**config.mk**
```make
export PLATFORM = sky130hd
export DESIGN_NAME = ifu_fetch_unit
export DESIGN_NICKNAME = d
export VERILOG_FILES = /design/src/rtl/ifu_pkg.sv /design/src/rtl/ifu_fetch_fifo.sv /design/src/rtl/ifu_fetch_unit.sv
export SDC_FILE = /design/constraint.sdc
export NUM_CORES = 1
export LEC_CHECK = 0
export CORE_UTILIZATION = 56
export DETAILED_ROUTE_END_ITERATION = 16
export PLACE_DENSITY = 0.87
export SLEW_MARGIN = 20
export SYNTH_ARGS = -nofsm -noshare
export SYNTH_HDL_FRONTEND = slang
export SYNTH_SLANG_ARGS = --single-unit
```
**constraint.sdc**
```tcl
create_clock -name brq_clk -period 8.35 [get_ports brq_clk]
set_input_delay 2.505 -clock brq_clk [delete_from_list [all_inputs] [get_ports brq_clk]]
set_output_delay 2.505 -clock brq_clk [all_outputs]
set_load 0.03 [all_outputs]
```
**src/rtl/ifu_pkg.sv**
```systemverilog
// Shared types and constants for the instruction fetch unit.
package ifu_pkg;

  localparam logic [31:0] NOP_INSN = 32'h0000_0013;

  typedef enum logic [1:0] {
    SEL_SEQ  = 2'b00,
    SEL_BR   = 2'b01,
    SEL_JAL  = 2'b10,
    SEL_JALR = 2'b11
  } next_pc_sel_e;

  typedef enum logic {
    FETCH = 1'b0,
    DRAIN = 1'b1
  } fetch_state_e;

  typedef struct packed {
    logic [31:0] pc;
    logic [31:0] inst;
  } fetch_entry_t;

  function automatic logic [31:0] word_align(input logic [31:0] addr);
    return {addr[31:2], 2'b00};
  endfunction

endpackage

```
**src/rtl/ifu_fetch_fifo.sv**
```systemverilog
// In-order buffer of fetched {pc, inst} entries; clear wins over push/pop and empties it.
module ifu_fetch_fifo
  import ifu_pkg::*;
#(
  parameter int unsigned DEPTH = 2
) (
  input  logic                       clk,
  input  logic                       rst,
  input  logic                       push,
  input  logic                       pop,
  input  logic                       clear,
  input  fetch_entry_t               wdata,
  output fetch_entry_t               rdata,
  output logic                       empty,
  output logic [$clog2(DEPTH+1)-1:0] count
);

  localparam int unsigned AW = (DEPTH > 1) ? $clog2(DEPTH) : 1;
  localparam int unsigned CW = $clog2(DEPTH + 1);

  fetch_entry_t mem [DEPTH];
  logic [AW-1:0] rd_ptr, wr_ptr;

  always_ff @(posedge clk or posedge rst) begin
    if (rst) begin
      rd_ptr <= '0;
      wr_ptr <= '0;
      count  <= '0;
    end else if (clear) begin
      rd_ptr <= '0;
      wr_ptr <= '0;
      count  <= '0;
    end else begin
      if (push) wr_ptr <= (wr_ptr == AW'(DEPTH - 1)) ? '0 : wr_ptr + 1'b1;
      if (pop)  rd_ptr <= (rd_ptr == AW'(DEPTH - 1)) ? '0 : rd_ptr + 1'b1;
      count <= count + CW'(push) - CW'(pop);
    end
  end

  always_ff @(posedge clk) begin
    if (push && !clear) mem[wr_ptr] <= wdata;
  end

  assign rdata = mem[rd_ptr];
  assign empty = (count == '0);

endmodule

```
**src/rtl/ifu_fetch_unit.sv**
```systemverilog
// Fetch stage: PC, imem requests under a credit limit, fetch buffer, decode redirects.
// Optional IFU_PERF_CNT_EN adds fetched/dropped counters.
module ifu_fetch_unit
  import ifu_pkg::*;
#(
  parameter int unsigned DataWidth    = 32,
  parameter logic [31:0] RESET_VECTOR = 32'h0000_0000,
  parameter int unsigned FB_DEPTH     = 2
) (
  input  logic                 brq_clk,
  input  logic                 brq_rst,
  output logic                 imem_req_valid,
  input  logic                 imem_req_ready,
  output logic [DataWidth-1:0] imem_req_addr,
  input  logic                 imem_rsp_valid,
  input  logic [DataWidth-1:0] imem_rsp_data,
  input  logic [1:0]           idu_next_pc_sel,
  input  logic                 idu_branch,
  input  logic                 idu_flush,
  input  logic [DataWidth-1:0] idu_branch_addr,
  input  logic [DataWidth-1:0] idu_jal_addr,
  input  logic [DataWidth-1:0] idu_jalr_addr,
  input  logic [1:0]           hazard_stall,
  output logic [DataWidth-1:0] ifu_fetch_inst,
  output logic [DataWidth-1:0] ifu_pc,
  output logic                 ifu_stall
`ifdef IFU_PERF_CNT_EN
  ,
  output logic [31:0]          ifu_perf_fetched,
  output logic [31:0]          ifu_perf_dropped
`endif
);

  localparam int unsigned CW  = $clog2(FB_DEPTH + 1);
  localparam int unsigned QAW = (FB_DEPTH > 1) ? $clog2(FB_DEPTH) : 1;

  fetch_state_e         state;
  logic [DataWidth-1:0] fetch_pc;
  logic [CW-1:0]        outstanding, outstanding_nxt, drop_cnt, drop_nxt, fifo_count;
  logic [DataWidth-1:0] pc_q [FB_DEPTH];
  logic [QAW-1:0]       pq_wr, pq_rd;
  fetch_entry_t         head, push_entry;
  logic                 fifo_empty, redirect, credit_ok, accept, rsp_drop, push, pop;
  logic [DataWidth-1:0] raw_target, target;

  assign redirect  = idu_flush && !fifo_empty;
  assign credit_ok = ((CW+1)'(outstanding) + (CW+1)'(fifo_count)) < (CW+1)'(FB_DEPTH);

  assign imem_req_valid = !brq_rst && !redirect && credit_ok;
  assign imem_req_addr  = fetch_pc;
  assign accept         = imem_req_valid && imem_req_ready;

  // Every in-flight response at a redirect is stale, so drop_cnt tracks outstanding.
  assign rsp_drop        = imem_rsp_valid && (redirect || state == DRAIN);
  assign push            = imem_rsp_valid && !rsp_drop;
  assign pop             = !fifo_empty && (hazard_stall == '0 || idu_flush);
  assign outstanding_nxt = outstanding + CW'(accept) - CW'(imem_rsp_valid);

  always_comb begin
    drop_nxt = drop_cnt;
    if (redirect) drop_nxt = outstanding_nxt;
    else if (imem_rsp_valid && state == DRAIN) drop_nxt = drop_cnt - 1'b1;
  end

  // Flush without a taken control transfer restarts just after the consumed head.
  always_comb begin
    raw_target = head.pc + 32'd4;
    case (next_pc_sel_e'(idu_next_pc_sel))
      SEL_BR:   if (idu_branch) raw_target = idu_branch_addr;
      SEL_JAL:  raw_target = idu_jal_addr;
      SEL_JALR: raw_target = idu_jalr_addr;
      default:  ;
    endcase
    target = word_align(raw_target);
  end

  always_ff @(posedge brq_clk or posedge brq_rst) begin
    if (brq_rst) begin
      state       <= FETCH;
      fetch_pc    <= RESET_VECTOR;
      outstanding <= '0;
      drop_cnt    <= '0;
      pq_wr       <= '0;
      pq_rd       <= '0;
    end else begin
      state       <= (drop_nxt != '0) ? DRAIN : FETCH;
      outstanding <= outstanding_nxt;
      drop_cnt    <= drop_nxt;
      if (redirect)    fetch_pc <= target;
      else if (accept) fetch_pc <= fetch_pc + 32'd4;
      if (accept)         pq_wr <= (pq_wr == QAW'(FB_DEPTH - 1)) ? '0 : pq_wr + 1'b1;
      if (imem_rsp_valid) pq_rd <= (pq_rd == QAW'(FB_DEPTH - 1)) ? '0 : pq_rd + 1'b1;
    end
  end

  always_ff @(posedge brq_clk) begin
    if (accept) pc_q[pq_wr] <= fetch_pc;
  end

  assign push_entry = '{pc: pc_q[pq_rd], inst: imem_rsp_data};

  ifu_fetch_fifo #(
    .DEPTH(FB_DEPTH)
  ) u_fetch_fifo (
    .clk  (brq_clk),
    .rst  (brq_rst),
    .push (push),
    .pop  (pop),
    .clear(redirect),
    .wdata(push_entry),
    .rdata(head),
    .empty(fifo_empty),
    .count(fifo_count)
  );

  assign ifu_fetch_inst = fifo_empty ? NOP_INSN : head.inst;
  assign ifu_pc         = fifo_empty ? '0 : head.pc;
  assign ifu_stall      = fifo_empty;

`ifdef IFU_PERF_CNT_EN
  always_ff @(posedge brq_clk or posedge brq_rst) begin
    if (brq_rst) begin
      ifu_perf_fetched <= '0;
      ifu_perf_dropped <= '0;
    end else begin
      ifu_perf_fetched <= ifu_perf_fetched + 32'(pop);
      ifu_perf_dropped <= ifu_perf_dropped + 32'(rsp_drop)
                          + (redirect ? 32'(fifo_count) - 32'd1 : 32'd0);
    end
  end
`endif

endmodule

```
**After elaboration in Yosys (flattened, before gate mapping)**

Memories as Yosys holds them, arrays and structs flattened.
Index checks and enable logic that the tools add are counted.

- Bits in registers: 43
- Bits in latches: 0
- Memory bits (writable): 192
- Memory bits (read-only): 0
- Input port bits: 138
- Output and inout port bits: 98
- Logic and storage cells: 70
- Memories: 2

Memories:

| name | depth | bits a word | rd ports | clocked after Yosys merged registers in | wr ports | RTL line | source |
|---|---|---|---|---|---|---|---|
| u_fetch_fifo.mem | 2 | 64 | 1 | 0 | 1 | ifu_fetch_fifo.sv:21 | `fetch_entry_t mem [DEPTH];` |
| pc_q | 2 | 32 | 1 | 0 | 1 | ifu_fetch_unit.sv:40 | `logic [DataWidth-1:0] pc_q [FB_DEPTH];` |

- Add/subtract/negate cells: 12
- $mul: 0
- Divide/modulo/power cells: 0
- Magnitude comparators: 1
- Equal/unequal tests: 3
- Shifts and indexed selects: 0
- Mux-type cells: 22
- Bitwise gates (word level): 0
- Reduce and logical (&&, ||, !) cells: 21

Operators by type and width:

| cell | number |
|---|---|
| $mux 32 | 5 |
| $pmux 32 s3 | 1 |
| $add 32x3->32 const B | 2 |
| $mux 1 | 13 |
| $logic_and 1x1->1 | 9 |
| $reduce_bool 2->1 | 4 |
| $mux 2 | 3 |
| $add 1x1->1 const B | 4 |
| $add 2x1->2 | 2 |
| $eq 2x2->1 const B | 2 |
| $logic_not 1->1 | 4 |
| $logic_not 2->1 | 2 |
| $sub 2x1->2 | 2 |
| $add 2x2->3 | 1 |
| $lt 3x2->1 const B | 1 |
| $eq 2x1->1 const B | 1 |
| $logic_or 1x1->1 | 2 |
| $sub 2x1->2 const B | 1 |

**Logic depth before layout (Yosys ltp)**

- Depth in word-level cells: 12
- Depth in mapped cells: 13
- Gate-level depth less buffers: 12

**By module**

Synthesis repeated with hierarchy kept, for this count alone.

- Cell total of the unflattened synthesis: 838
- Area, all modules: 11230.8 µm²

Modules (own cells, without submodules):

| module | instances | cells each | area each (µm²) | sequential area each (µm²) |
|---|---|---|---|---|
| ifu_fetch_unit | 1 | 620 | 6192.2 | 2727.6 |
| ifu_fetch_fifo | 1 | 218 | 5038.6 | 3943.8 |

**Worst setup path before layout**

Ideal clock, no wire load.

- Path kind: input port to output port
- Start: input port idu_flush
- End: output port imem_req_valid
- Arrival time: 4.118 ns
- Data required time: 5.845 ns
- Path slack: 1.727 ns
- Stages: 5
- Buffers on the path: 3
- Cells stage by stage: o21a_1 -> buf_2 -> clkbuf_1 -> buf_1 -> nor4_1

- Word-level cells in the longest chain between the ends: 4

Ends and longest elaborated chain:

| element | RTL line | source |
|---|---|---|
| start: declaration | ifu_fetch_unit.sv:19 | `input logic idu_flush,` |
| $logic_and 1x1->1 | ifu_fetch_unit.sv:46 | `assign redirect = idu_flush && !fifo_empty;` |
| $logic_not 1->1 | ifu_fetch_unit.sv:49 | `assign imem_req_valid = !brq_rst && !redirect && credit_ok;` |
| $logic_and 1x1->1 (2 in series) | ifu_fetch_unit.sv:49 |  |
| end: declaration | ifu_fetch_unit.sv:12 | `output logic imem_req_valid,` |

Every way passes these cells.

**Worst setup path after layout**

Ends and elaborated chain as after synthesis.

==> impl_metrics.yaml <==
status:
  status: "completed"
setup_path:
  critPathArrivalTime_ns: 4.05
  required_ns: 5.85
  crit_fanout: 4
  crit_type: "input port to output pin"
  worstSetupEndpointType: "output pin"
  r2r_setup_slack_ns: 4.21
  ff2ff_path_depth: 7
  start_kind: "input port"
floorplan:
  core_area_mm2: 0.01946
  dieArea_mm2: 0.02037
  die_x_um: 142.7
  fp-row-count: 51
  ios: 236
  start_util_pct: 56.99
  die_h_um: 142.7
layout:
  areaGrowthSynthToFinish_pct: 29.18
  fin_cells: 1388
  final_nets: 1251
  antenna_cells: 0
  drive_gt1_share_pct: 10.69
  utilization_pct: 73.62
routing:
  dr.pass1.iters: 5
  routed_wl_um: 30000
  ant_nets: 0
  vias: 8483
  viasPerCell: 6.112
  avgRoutedWirePerCell_um: 21.61
  first_iter_violations: 1000
  drc: 0
clock_network:
  postCtsSetupRepairBufs: 0
  htree_num_levels: 1
  cts_hold_buf: 0
  cts_tree: "done"
  clk_pin_slew_worst_paths_ns: 0.06
  cts_sinks: 225
  cts_made_buffers: 23
  cts_max_path_buffers: 3
  cts_resized: 0
  cts_root_buf: "clkbuf_16"
  clk_latency_ns: 0.51
yosys:
  synth_cell_types: 71
  yosys-top-cells-area: "edfxtp_1, dfrtp_1, mux2i_1"
  synth-main-ff-cell: "edfxtp_1"
  syn_area_mm2: 0.01109
  async_reset_ff_share_pct: 18.22
  yosysMostFrequentCell: "edfxtp_1"
  synth-seq-area-share_pct: 59.06
  syn_inst: 892
  synthTopCellsByCount: "edfxtp_1, mux2i_1, nor2_1"
  yosys_warnings: 0
  avgSynthCellArea_um2: 12.43
  yosysTopAreaCell: "edfxtp_1"
  synth-edff-count: 184
  yosysTopAreaCellShare_pct: 49.81
  ys_seq_elements: 225
placed_design:
  place_congestion: 0.8863
  io_buffers: 225
  hpwlAfterDp_um: 20480
  dp.cells: 1346
  post-place-ws_ns: 1.806
global_routing:
  grt_usage_pct: 29.72
  grt_first_pass_wirelength_um: 45030
  grt_pass1_vias: 8420
  grt.overflow.total: 0
  antenna_found_initial: 0
  grt_max_degree: 50
sta:
  skew_ns: 0.01071
  finalSetupViolCount: 0
  drv_slew: 0
  period_needed_ns: 6.553
  rsz0062_at_grt: "no"
  fin_crit_sh_pct: 78.48
  timing.fmax_mhz: 152.6
  finalSetupTns_ns: 0
  relSlewSlack_pct: 28.59
  hold_viol: 0
  tightest_slew_ns: 1.071
  setup_slack_ns: 1.797
power_and_ir_drop:
  total_power_mw: 4.740
  p_seq_share_pct: 37.3
  clkPwrFrac_pct: 21.9
  power_density_mw_per_mm2: 330.8
  p_leak_nw: 5.072
  internal_power_mw: 2.911
  switching_share_pct: 38.58
  p_sw_mw: 1.828
  p_comb_share_pct: 40.8
  ir_worst_vdd_v: 0.0002446
hold_path:
  min_path_cells: 1
  hold_class: "flip-flop to flip-flop"
job:
  drv_cap: 0
-- kinds of logic after synthesis --
kind of cell | synth area share (%)
adder cells (fa/ha/maj) | 0.8573
XOR/XNOR | 4.343
AND/OR/NAND/NOR | 12.70
buffers and inverters | 2.640
AO/OA/AOI/OAI | 8.506
other | 0.03381
flip-flops | 59.06
multiplexers | 11.86
-- registers in the layout, indices dropped and copies added (netlist names) --
signal,cells
drop_cnt,2
pq_wr,1
u_fetch_fifo.rd_ptr,1
outstanding,2
u_fetch_fifo.count,2
u_fetch_fifo.mem,124
imem_req_addr,30
state,1
u_fetch_fifo.wr_ptr,1
pq_rd,1
pc_q,60
-- layer usage --
metal  GRT usage, %  wire length [µm]  vias to the layer above  part of all wire (%)
met5              0                 0                        -                     0
li1               -                 -                     3779                     -
met2          49.07             14440                      534                    48
met1          37.05             11120                     4079                    37
met4          13.24              1182                        0                   3.9
met3          7.478              3257                       91                    11
-- metrics by stage --
stage / area, µm² / hold WS, ns
after floorplan: 11100 / 0.4598
after global placement: 13570 / 0.4952
final: 14330 / 0.5331
after global routing: 14330 / 0.5257
after CTS: 14330 / 0.5089
after detailed placement: 13570 / 0.4984
-- worst paths after layout --
path,from,end
worst max-delay path,idu_flush,imem_req_valid
worst min-delay path,pq_wr,pq_wr
worst max register to register,u_fetch_fifo.rd_ptr,imem_req_addr[23]
worst min register to register,pq_wr,pq_wr
max in group asynchronous,brq_rst,u_fetch_fifo.rd_ptr
min in group asynchronous,brq_rst,imem_req_addr[23]
-- power groups by stage --
stage | sequential, mW | combinational [mW] | clock, mW
final | 1.77 | 1.93 | 1.04
after CTS | 1.76 | 1.93 | 1.05
after floorplan | 1.80 | 1.12 | 0
after global placement | 1.76 | 1.88 | 0
after global routing | 1.79 | 2.05 | 1.09
after detailed placement | 1.78 | 1.92 | 0
-- placed cells by master, fill, tap and decap left out, types with 8 or more instances in the layout --
cell             Yosys  routed
clkinv_2             0       8
nand4_1             20      20
buf_4                6      14
nand3_1             32      32
nand2_1             70      70
a211oi_1             8       8
mux2_2              43      43
inv_1               10      10
mux2i_1             83      83
xor2_1              29      29
clkbuf_16            0      23
edfxtp_1           184     184
a21oi_1             25      25
and2_1               8       8
o21ai_0             35      35
and3_1              10       8
nor2_1              79      77
clkdlybuf4s50_1      0     224
xnor2_1             26      26
nor3_1              11      11
a31oi_1             10      10
dfrtp_1             41      40
-- critical path, stage by stage --
cell and delay (ns):
clkdlybuf4s50_1 0.48, o21a_1 0.15, nor4_1 0.19, clkdlybuf4s50_1 0.72
-- final cells by class --
type	instances	area [µm²]
clock buffers	26	596.8
repair buffers	239	2352
multi-input cells	605	4283
fillers	1303	5134
flip-flops and latches	225	6555
inverters	12	47.55
clock inverters	16	162.7
well taps	265	331.6
Note: power is estimated with default switching activity, not from simulation.
